**src/rtl/rst_seq_ctrl.sv**
```systemverilog
// Reset sequencer: synchronises async_rst, holds all resets for a minimum width,
// then releases active-low channel resets in index order with a fixed gap.
module rst_seq_ctrl #(
    parameter int STAGES      = 2,
    parameter int NUM_CH      = 3,
    parameter int MIN_ASSERT  = 4,
    parameter int RELEASE_GAP = 3
) (
    input  logic              clk,
    input  logic              async_rst,
    input  logic              sw_rst_req,
    input  logic [NUM_CH-1:0] sw_rst_mask,
    output logic [NUM_CH-1:0] rst_n_out,
    output logic              seq_done
);

    localparam int CMAX = (MIN_ASSERT > RELEASE_GAP) ? MIN_ASSERT : RELEASE_GAP;
    localparam int CW   = $clog2(CMAX + 1);
    localparam int IW   = (NUM_CH > 1) ? $clog2(NUM_CH) : 1;

    localparam logic [CW-1:0] CNT_ASSERT_END = CW'(MIN_ASSERT - 1);
    localparam logic [CW-1:0] CNT_GAP_END    = CW'(RELEASE_GAP - 1);
    localparam logic [IW-1:0] LAST_CH        = IW'(NUM_CH - 1);

    typedef enum logic [1:0] {
        S_ASSERT,
        S_RELEASE,
        S_RUN
    } state_t;

    logic [STAGES-1:0] sync;
    logic              sync_ok;

    state_t            state, state_nxt;
    logic [CW-1:0]     cnt, cnt_nxt;
    logic [IW-1:0]     ch_idx, ch_idx_nxt;
    logic [NUM_CH-1:0] rst_n_nxt;
    logic              seq_done_nxt;

    always_ff @(posedge clk or posedge async_rst) begin
        if (async_rst) sync <= '0;
        else           sync <= {sync[STAGES-2:0], 1'b1};
    end

    assign sync_ok = sync[STAGES-1];

    always_ff @(posedge clk or posedge async_rst) begin
        if (async_rst) begin
            state     <= S_ASSERT;
            cnt       <= '0;
            ch_idx    <= '0;
            rst_n_out <= '0;
            seq_done  <= 1'b0;
        end else begin
            state     <= state_nxt;
            cnt       <= cnt_nxt;
            ch_idx    <= ch_idx_nxt;
            rst_n_out <= rst_n_nxt;
            seq_done  <= seq_done_nxt;
        end
    end

    // Channels left out of a soft-reset mask are still 1, so a release slot
    // simply sets its bit; no separate per-channel flag register is needed.
    always_comb begin
        state_nxt    = state;
        cnt_nxt      = cnt;
        ch_idx_nxt   = ch_idx;
        rst_n_nxt    = rst_n_out;
        seq_done_nxt = seq_done;

        case (state)
            S_ASSERT: begin
                if (sync_ok) begin
                    if (cnt == CNT_ASSERT_END) begin
                        rst_n_nxt[0] = 1'b1;
                        cnt_nxt      = '0;
                        ch_idx_nxt   = IW'(1);
                        if (NUM_CH == 1) begin
                            state_nxt    = S_RUN;
                            seq_done_nxt = 1'b1;
                        end else begin
                            state_nxt    = S_RELEASE;
                        end
                    end else begin
                        cnt_nxt = cnt + 1'b1;
                    end
                end
            end

            S_RELEASE: begin
                if (cnt == CNT_GAP_END) begin
                    for (int unsigned k = 0; k < NUM_CH; k++) begin
                        if (ch_idx == IW'(k)) rst_n_nxt[k] = 1'b1;
                    end
                    cnt_nxt    = '0;
                    ch_idx_nxt = ch_idx + 1'b1;
                    if (ch_idx == LAST_CH) begin
                        state_nxt    = S_RUN;
                        seq_done_nxt = 1'b1;
                    end
                end else begin
                    cnt_nxt = cnt + 1'b1;
                end
            end

            S_RUN: begin
                if (sw_rst_req && (|sw_rst_mask)) begin
                    rst_n_nxt    = rst_n_out & ~sw_rst_mask;
                    seq_done_nxt = 1'b0;
                    cnt_nxt      = '0;
                    ch_idx_nxt   = '0;
                    state_nxt    = S_ASSERT;
                end
            end

            default: begin
                state_nxt = S_ASSERT;
            end
        endcase
    end

endmodule

```
**config.mk**
```make
export PLATFORM = sky130hd
export DESIGN_NAME = rst_seq_ctrl
export DESIGN_NICKNAME = d
export VERILOG_FILES = /design/src/rtl/rst_seq_ctrl.sv
export SDC_FILE = /design/constraint.sdc
export NUM_CORES = 1
export LEC_CHECK = 0
export BUFFER_PORTS_ARGS = -buffer_cell sky130_fd_sc_hd__buf_4
export CORE_MARGIN = 10
export CORE_UTILIZATION = 50
export CTS_CLUSTER_SIZE = 14
export DETAILED_ROUTE_END_ITERATION = 7
export GPL_TIMING_DRIVEN = 0
export PLACE_DENSITY_LB_ADDON = 0.1
export SETUP_SLACK_MARGIN = 0.4
export SYNTH_ARGS = -nofsm -noshare
export SYNTH_HDL_FRONTEND = slang
export SYNTH_SLANG_ARGS = --single-unit
```
**constraint.sdc**
```tcl
create_clock -name clk -period 1.82 [get_ports clk]
set_clock_uncertainty 0.2 [all_clocks]
set_input_delay 0.273 -clock clk [delete_from_list [all_inputs] [get_ports clk]]
set_output_delay 0.273 -clock clk [all_outputs]
set_load 0.01 [all_outputs]
```
==> results of run 1 <==
==> layout make-up <==
cell class                      count  area [um2]
Tap cell                           16       20.02
Multi-Input combinational cell     58       549.3
Fill cell                         106       380.4
Buffer                              1       15.01
Sequential cell                    13       326.6
Inverter                           11       43.79
Timing Repair Buffer               20       180.2
Clock buffer                        4       26.28
==> synth_stat cells (2+ instances only) <==
cell	instances
a21oi_1	3
a31oi_1	4
dfrtp_1	13
ha_1	12
inv_1	11
mux2i_1	2
nand2_1	5
nand2b_1	4
nand3_1	3
nor2_1	2
nor2b_1	2
o21ai_0	8
==> how the worst min path moves through the flow <==
stage               slack, ns            to  cells after the start      startpoint
global placement         0.13        cnt[1]                      2       async_rst
global route             0.13  rst_n_out[2]                      4  sw_rst_mask[2]
CTS                      0.11  rst_n_out[2]                      4  sw_rst_mask[2]
finish                   0.10  rst_n_out[2]                      4  sw_rst_mask[2]
floorplan               -0.05     ch_idx[0]                      1       async_rst
detailed placement       0.13        cnt[1]                      2       async_rst
==> stage by stage <==
stage	cell area, um2	setup TNS, ns	cells	hold WS, ns	util
after global routing	1161	-0.01176	123	0.1289	0.7532
after detailed placement	920.9	-0.1392	108	0.1345	0.5974
after global placement	920.9	-0.1232	108	0.1340	0.5974
final	1161	0	123	0.1016	0.7532
after CTS	1101	0	121	0.1073	0.7143
after floorplan	833.3	0	83	-0.05004	-
==> kinds of logic after synthesis <==
logic type / count (synthesis)
and+or+nand+nor: 21
AOI/OAI and AO/OA: 20
DFF: 13
buffers and inverters: 12
adders and majority gates: 12
muxes: 4
other: 1
==> critical path, cell delays in order, from the launching register on <==
cell	delay [ns]
dfrtp_1	0.43
buf_6	0.14
ha_4	0.15
buf_8	0.13
a22oi_2	0.21
nand3_2	0.10
mux2_4	0.31
==> sequential cells by signal, indices dropped and copies added, names as in the netlist <==
| register | flops |
|---|---|
| sync | 2 |
| state | 2 |
| rst_n_out | 3 |
| seq_done | 1 |
| ch_idx | 2 |
| cnt | 3 |
==> metal layers <==
metal,global-route usage,vias up,share of wire
met5,0,-,0
met4,0.08777,0,0.042
met3,0.02714,6,0.063
met2,0.1587,15,0.48
met1,0.1188,315,0.42
li1,-,336,-
==> power groups by stage <==
stage	sequential, uW	combinational [uW]	clock [uW]
floorplan	506	651	0
global placement	497	858	0
detailed placement	503	887	0
CTS	507	1240	187
global route	531	1580	203
finish	513	1460	180
==> cell usage in the layout (no fill, tap or decap), types with 2 or more instances in the layout <==
| cell | Yosys | routed |
|---|---|---|
| a21oi_1 | 3 | 3 |
| a31oi_1 | 4 | 4 |
| buf_4 | 0 | 14 |
| buf_6 | 0 | 4 |
| clkbuf_4 | 0 | 3 |
| dfrtp_1 | 13 | 12 |
| ha_1 | 12 | 7 |
| ha_2 | 0 | 2 |
| ha_4 | 0 | 3 |
| inv_1 | 11 | 9 |
| mux2_4 | 0 | 2 |
| mux2i_1 | 2 | 2 |
| nand2_1 | 5 | 4 |
| nand2b_1 | 4 | 3 |
| nand3_1 | 3 | 2 |
| nand3_2 | 1 | 2 |
| o21ai_0 | 8 | 4 |
| o21ai_1 | 0 | 3 |
==> what timing repair did <==
| action | 4_1_cts | 5_1_grt |
|---|---|---|
| gates cloned | 0 | 0 |
| setup endpoints to repair | 11 | 11 |
| setup buffers | 8 | 2 |
| gates resized for setup | 19 | 12 |
| hold buffers | 1 | 0 |
| pin swaps | 4 | 8 |
| hold endpoints to repair | 13 | 0 |
==> metrics.csv, run 1 <==
metric,value,unit
status,completed,
power.switching,852.2,uW
wl_per_cell,14.86,um
p_comb_frac,0.678,
yosys.area.top_type,dfrtp_1,
dieArea,3674,um2
grt_max_degree,14,
syn_avg_cell_area,9.934,um2
synth_top_family_by_area,adder cells,
start_util,0.5349,
cp.required,1.79,ns
reg2reg_depth,6,
timing.rr.end,state[0],
r2r_slack,0.03,ns
syn_area,824.5,um2
setup_viol,0,
syn-instance-count,83,
drt.antenna.violating_nets,0,
synthMuxAreaShare,0.05159,
die_w,60.61,um
synth_compound_area_frac,0.1715,
hpwl,1.204,mm
route.vias.total,672,
path_max_fanout,6,
powerDensity,1854,nW/um2
post-route-min-period,1.785,ns
arrival,1.76,ns
totalPowerFinal,2152,uW
drive_gt1_frac,0.4206,
clkSinkCount,13,
die_y,60.61,um
end_kind,flip-flop,
finalHoldViolations,0,
pwr-share-clk,0.084,
numCtsBuffers,3,
seq_power_share,0.238,
io-pin-count,10,
grt_antenna_before_repair,0,
drc,0,
fmax,560.2,MHz
p_int,1300,uW
grt_pass1_wl,2.870,mm
antenna_cells,0,
grt_pass1_vias,644,
syn_to_final_growth,40.82,%
worstSetupPathType,reg -> reg,
seq_area_frac_synth,0.3945,
grt_usage,0.1043,
hold_class,in -> reg,
async_flop_share,1.000,
rsz0062_at_grt,true,
finalCritPeriodShare,0.9809,
routabilityCongestion,0.7225,
ys.flop_type,dfrtp_1,
ys_top_cells_by_area,"dfrtp_1 39%, ha_1 18%, inv_1 5.0%, o21ai_0 4.9%, a221oi_4 3.2%",
synthAdderAreaFrac,0.1821,
totalWireLength,1.828,mm
synth_top_area_share,0.3945,
clkSlewWorstSetupHoldPaths,0.08,ns
clk_path_buf_depth,2,
cts_root_buf,clkbuf_4,
fin_ws,0.03484,ns
endpoint,state[0],
synth_seq_cells,13,
port_buffers,9,
synth_fp_nets,101,
clk_latency,0.28,ns
irDropWorstVdd,1.121,mV
sw_frac_of_total,0.3959,
synth_simple_gate_area_share,0.1411,
dr.pass1.iters,4,
synth-edff-count,0,
yosys_warnings,0,
grt_overflow_total,0,
rows,14,
finalMaxSlewViolations,0,
pre_cts_slack,-0.1392,ns
synth.distinct_cells,26,
cts_tree,done,
viasPerCell,5.463,
fin_nets,126,
startpoint_type,flip-flop,
drt_iter0_drc,4,
synth_xor_area_frac,0,
p_leak,0.0005258,uW
core-area,1541,um2
htree_levels,1,
crit_path_start,state[0],
r2r_start,state[0],
maxCapViolations,0,
Power figures use the tool's default switching activity.
==> run 2: changes to the inputs <==
- CORE_UTILIZATION: 50 -> 55
- PLACE_DENSITY: default -> 0.76
- PLACE_DENSITY_LB_ADDON: 0.1 -> default
- SLEW_MARGIN: default -> 40
- clock period: 1.82 -> 1.9 ns (I/O delays scaled with it)
==> run 2 against run 1 <==
- highest routed layer unchanged
- worst hold slack gained 0.011 ns
- flip-flop and latch count is the same
- design area shrank 0.75%
- maximum frequency shrank 2.3%
- utilization grew 10 points
- sequential share of layout area grew 0.32 points
- first-iteration DRC count grew to 8.0 times the previous value
- setup slack gained 0.037 ns
==> metrics.csv, run 2 (same netlist as run 1, synthesis figures left out) <==
metric,value,unit,change
status,completed,,
wl_per_cell,17.58,um,+18%
port_buffers,9,,unchanged
grt_overflow_total,0,,unchanged
setup_viol,0,,unchanged
crit_chain,buf_4 -> ha_2 -> a221oi_4 -> nand3_2 -> mux2_4,,
cts_root_buf,clkbuf_4,,
powerDensity,1751,nW/um2,-5.5%
reg.largest.list,"cnt (3), rst_n_out (3)",,
finalMaxSlewViolations,0,,unchanged
core-area,1350,um2,-12%
numCtsBuffers,3,,unchanged
slowest_delay,0.46,ns,+0.03 ns
finalInstanceArea,1152,um2,-0.75%
end_kind,flip-flop,,
cts_tree,done,,
worstSetupPathType,reg -> reg,,
placed_area,919.6,um2,-0.14%
drt.antenna.violating_nets,0,,unchanged
totalWireLength,2.110,mm,+15%
antenna_cells,0,,unchanged
startpoint_type,flip-flop,,
fmax,547.0,MHz,-2.3%
relSlewSlack,0.6665,,
grt_antenna_before_repair,0,,unchanged
finalCritPeriodShare,0.9621,,-0.01871
rows,13,,-1
post-route-min-period,1.828,ns,+0.04292 ns
arrival,1.79,ns,+0.03 ns
cp.required,1.87,ns,+0.08 ns
grt_max_degree,14,,unchanged
drc,0,,unchanged
whs,0.1125,ns,+0.01092 ns
hpwl,1.245,mm,+3.4%
start_util,0.6108,,+0.07585
final_cell_mix,"14 x buf_4, 11 x dfrtp_1, 9 x inv_1",,
final_common_cell,buf_4,,
io-pin-count,10,,unchanged
utilization,0.8536,,+0.1003
viasPerCell,5.758,,+5.4%
die_y,58.72,um,-3.1%
cp.depth,5,,-1
grt_pass1_vias,659,,+2.3%
irDropWorstVdd,1.224,mV,+9.2%
grt_pass1_wl,2.987,mm,+4.1%
reg2reg_depth,5,,-1
dr.pass1.iters,4,,unchanged
placed_cells,107,,-0.93%
htree_levels,1,,unchanged
drive_gt1_frac,0.4286,,+0.008011
clkSlewWorstSetupHoldPaths,0.08,ns,about the same
route.vias.total,691,,+2.8%
die_w,58.72,um,-3.1%
whs_path_depth,4,,unchanged
cp_top_family,flip-flops,,
grt_usage,0.1091,,+0.004820
maxCapViolations,0,,unchanged
crit_slowest_cell,dfrtp_2,,
routabilityCongestion,0.7906,,+9.4%
dieArea,3448,um2,-6.1%
p_leak,0.0005128,uW,-2.5%
rsz0062_at_grt,true,,
finalHoldViolations,0,,unchanged
fin_nets,124,,-1.6%
hold_class,in -> reg,,
drt_iter0_drc,32,,+28
clk_path_buf_depth,2,,unchanged
clkSinkCount,13,,unchanged
syn_to_final_growth,39.76,%,
setup_tns,0,ns,unchanged
tightest_slew,0.4997,ns,
finalNonFillerCells,120,,-2.4%
clk_latency,0.28,ns,about the same
crit_buf_inv,1,,-1
path_max_fanout,4,,-2
run 2: worst reg2reg max path, delay by kind of cell, from the launching register on:
family                     cells  cell delay (ns)
buffers and inverters          1             0.15
adders and majority gates      1             0.18
AOI/OAI and AO/OA              1             0.26
muxes                          1             0.32
and+or+nand+nor                1             0.15
DFF                            1             0.46
run 2: per-layer routing:
layer / track usage / vias up / wire length (um)
met4: 0.03934 / 0 / 63
met2: 0.1817 / 28 / 954
li1: - / 327 / -
met5: 0 / - / 0
met1: 0.1210 / 328 / 956
met3: 0.04506 / 8 / 136
run 2: cell type report:
cell class,count,area [um2]
flip-flops and latches,13,327.8
fillers,73,197.7
well taps,15,18.77
repair buffers,18,157.7
plain buffers,1,13.76
inverters,11,43.79
multi-input cells,58,564.3
clock buffers,4,26.28
run 2: repair_timing:
| item | CTS | global route |
|---|---|---|
| buffers inserted | 6 | 2 |
| hold endpoints to repair | 13 | 0 |
| setup endpoints to repair | 11 | 11 |
| pin swaps | 4 | 5 |
| hold buffers | 1 | 0 |
| resized for setup | 12 | 20 |
run 2: through the flow:
| stage | worst slack (ns) | total power [uW] |
|---|---|---|
| after floorplan | 0.1145 | 1108 |
| after global placement | -0.02408 | 1290 |
| after detailed placement | -0.08186 | 1337 |
| after CTS | 0.07655 | 1772 |
| after global routing | 0.02033 | 2156 |
| final | 0.07192 | 2018 |
run 2: report_power, final:
group          leakage [uW]  total, uW  internal [uW]  switching [uW]
clock network     0.0000150        175           81.4            93.7
logic              0.000349       1330            678             655
registers          0.000149        510            397             112
total              0.000513       2020           1160             861
run 2: path summary, 6_finish.rpt:
kind,startpoint,end,slack [ns]
max in group asynchronous,async_rst,state[0],0.75
setup / recovery,state[1],ch_idx[0],0.07
setup reg to reg,state[1],ch_idx[0],0.07
hold reg to reg,sync[0],sync[1],0.17
hold / removal,sw_rst_mask[2],rst_n_out[2],0.11
min in group asynchronous,async_rst,rst_n_out[1],0.38
==> run 3: changes to the inputs <==
- CELL_PAD_IN_SITES_DETAIL_PLACEMENT: default -> 1
- CELL_PAD_IN_SITES_GLOBAL_PLACEMENT: default -> 2
- CORE_UTILIZATION: 55 -> 35
- PLACE_DENSITY: 0.76 -> default
- PLACE_DENSITY_LB_ADDON: default -> 0.1
==> run 3 against run 2 <==
- wire length up 12%
- worst hold slack better by 0.0030 ns
- largest power group unchanged
- global-route usage down 0.71 points
- design area up 13%
- register-to-register slack about the same
==> metrics.csv, run 3 (same netlist as run 1, synthesis figures left out) <==
metric,value,unit,change
cp.required,1.87,ns,about the same
htree_levels,1,,unchanged
grt_pass1_vias,749,,+14%
placed_cells,120,,+12%
setup_tns,0,ns,unchanged
num-fill-cells,243,,+230%
totalWireLength,2.371,mm,+12%
grt_max_degree,14,,unchanged
final_common_cell,buf_4,,
powerDensity,1785,nW/um2,+1.9%
cts_root_buf,clkbuf_4,,
hpwl,1.413,mm,+13%
p_leak,0.0005676,uW,+11%
drc,0,,unchanged
status,completed,,
wl_per_cell,16.58,um,-5.7%
setup_viol,0,,unchanged
start_util,0.3692,,-0.2416
clk_path_buf_depth,2,,unchanged
pre_cts_slack,-0.1129,ns,-0.03103 ns
clkSinkCount,13,,unchanged
reg.largest.list,"cnt (3), rst_n_out (3)",,
reg2reg_depth,5,,unchanged
relSlewSlack,0.6609,,-0.005573
arrival,1.80,ns,about the same
dr.pass1.iters,4,,unchanged
fin_ws,0.06970,ns,-0.002225 ns
startpoint_type,flip-flop,,
antenna_cells,0,,unchanged
whs,0.1155,ns,+0.002957 ns
port_buffers,9,,unchanged
drt_iter0_drc,15,,-53%
fmax,546.4,MHz,-0.12%
finalMaxSlewViolations,0,,unchanged
worstSetupPathType,reg -> reg,,
io-pin-count,10,,unchanged
drive_gt1_frac,0.5217,,+0.09317
clk_latency,0.28,ns,about the same
routabilityCongestion,0.6926,,-12%
placed_area,935.9,um2,+1.8%
irDropWorstVdd,0.9031,mV,-26%
dieArea,4697,um2,+36%
drt.antenna.violating_nets,0,,unchanged
seqCellArea,329.1,um2,+0.38%
grt_overflow_total,0,,unchanged
clkSlewWorstSetupHoldPaths,0.08,ns,about the same
viasPerCell,4.993,,-13%
die_w,68.54,um,+17%
cts_tree,done,,
multi_input_area,609.3,um2,+8.0%
tightest_slew,0.5081,ns,+0.008350 ns
core-area,2233,um2,+65%
hold_class,in -> reg,,
finalHoldViolations,0,,unchanged
end_kind,flip-flop,,
whs_path_depth,4,,unchanged
fin_nets,134,,+8.1%
rsz0062_at_grt,true,,
path_max_fanout,3,,-1
route.vias.total,714,,+3.3%
syn_to_final_growth,58.42,%,
grt_pass1_wl,3.567,mm,+19%
finalInstanceArea,1306,um2,+13%
numCtsBuffers,3,,unchanged
post-route-min-period,1.830,ns,+0.002225 ns
final_cell_mix,"21 x buf_4, 10 x dfrtp_1, 8 x inv_1",,
finalCritPeriodShare,0.9633,,+0.001171
grt_antenna_before_repair,0,,unchanged
grt_usage,0.1020,,-0.007084
die_y,68.54,um,+17%
rows,17,,+4
maxCapViolations,0,,unchanged
finalNonFillerCells,143,,+19%
[run 3: path summary, 6_finish.rpt]
path / from / endpoint / slack [ns]
max: state[1] / ch_idx[0] / 0.07
min: sw_rst_mask[2] / rst_n_out[2] / 0.12
max reg2reg: state[1] / ch_idx[0] / 0.07
min reg2reg: sync[0] / sync[1] / 0.15
max in group asynchronous: async_rst / state[0] / 0.74
min in group asynchronous: async_rst / cnt[2] / 0.39
[run 3: routing by layer]
metal  share of wire  global-route usage  routed length, um
met3           0.077             0.05153                182
met1            0.42              0.1109                989
met4          0.0059             0.02261                 14
met5               0                   0                  0
met2            0.50              0.1740               1183
[run 3: cell type report]
type	instances	share of cell area
plain buffers	1	0.01916
clock buffers	4	0.02011
inverters	11	0.03544
multi-input cells	58	0.4665
flip-flops and latches	13	0.2519
well taps	28	0.02682
repair buffers	28	0.1801
[run 3: power by group]
part           switching (uW)  internal, uW
clock                    92.2          81.7
sequential                120           399
combinational             735           903
[run 3: what timing repair did]
item,in CTS,in global routing
hold endpoints to repair,13,0
gates resized for setup,24,24
buffers inserted,15,3
pin swaps,9,5
hold buffers,1,0
setup endpoints to repair,11,11
[run 3: worst max-delay path, stage by stage, from the launching register on]
cell and delay [ns]:
dfrtp_2 0.46, buf_4 0.17, ha_4 0.16, a221oi_4 0.26
nand3_2 0.16, mux2_4 0.32
[run 3: per-stage QoR]
step | total power (uW) | util
floorplan | 1108 | -
global placement | 1325 | 0.4190
detailed placement | 1364 | 0.4190
global route | 2519 | 0.5849
CTS | 1995 | 0.5300
finish | 2331 | 0.5849
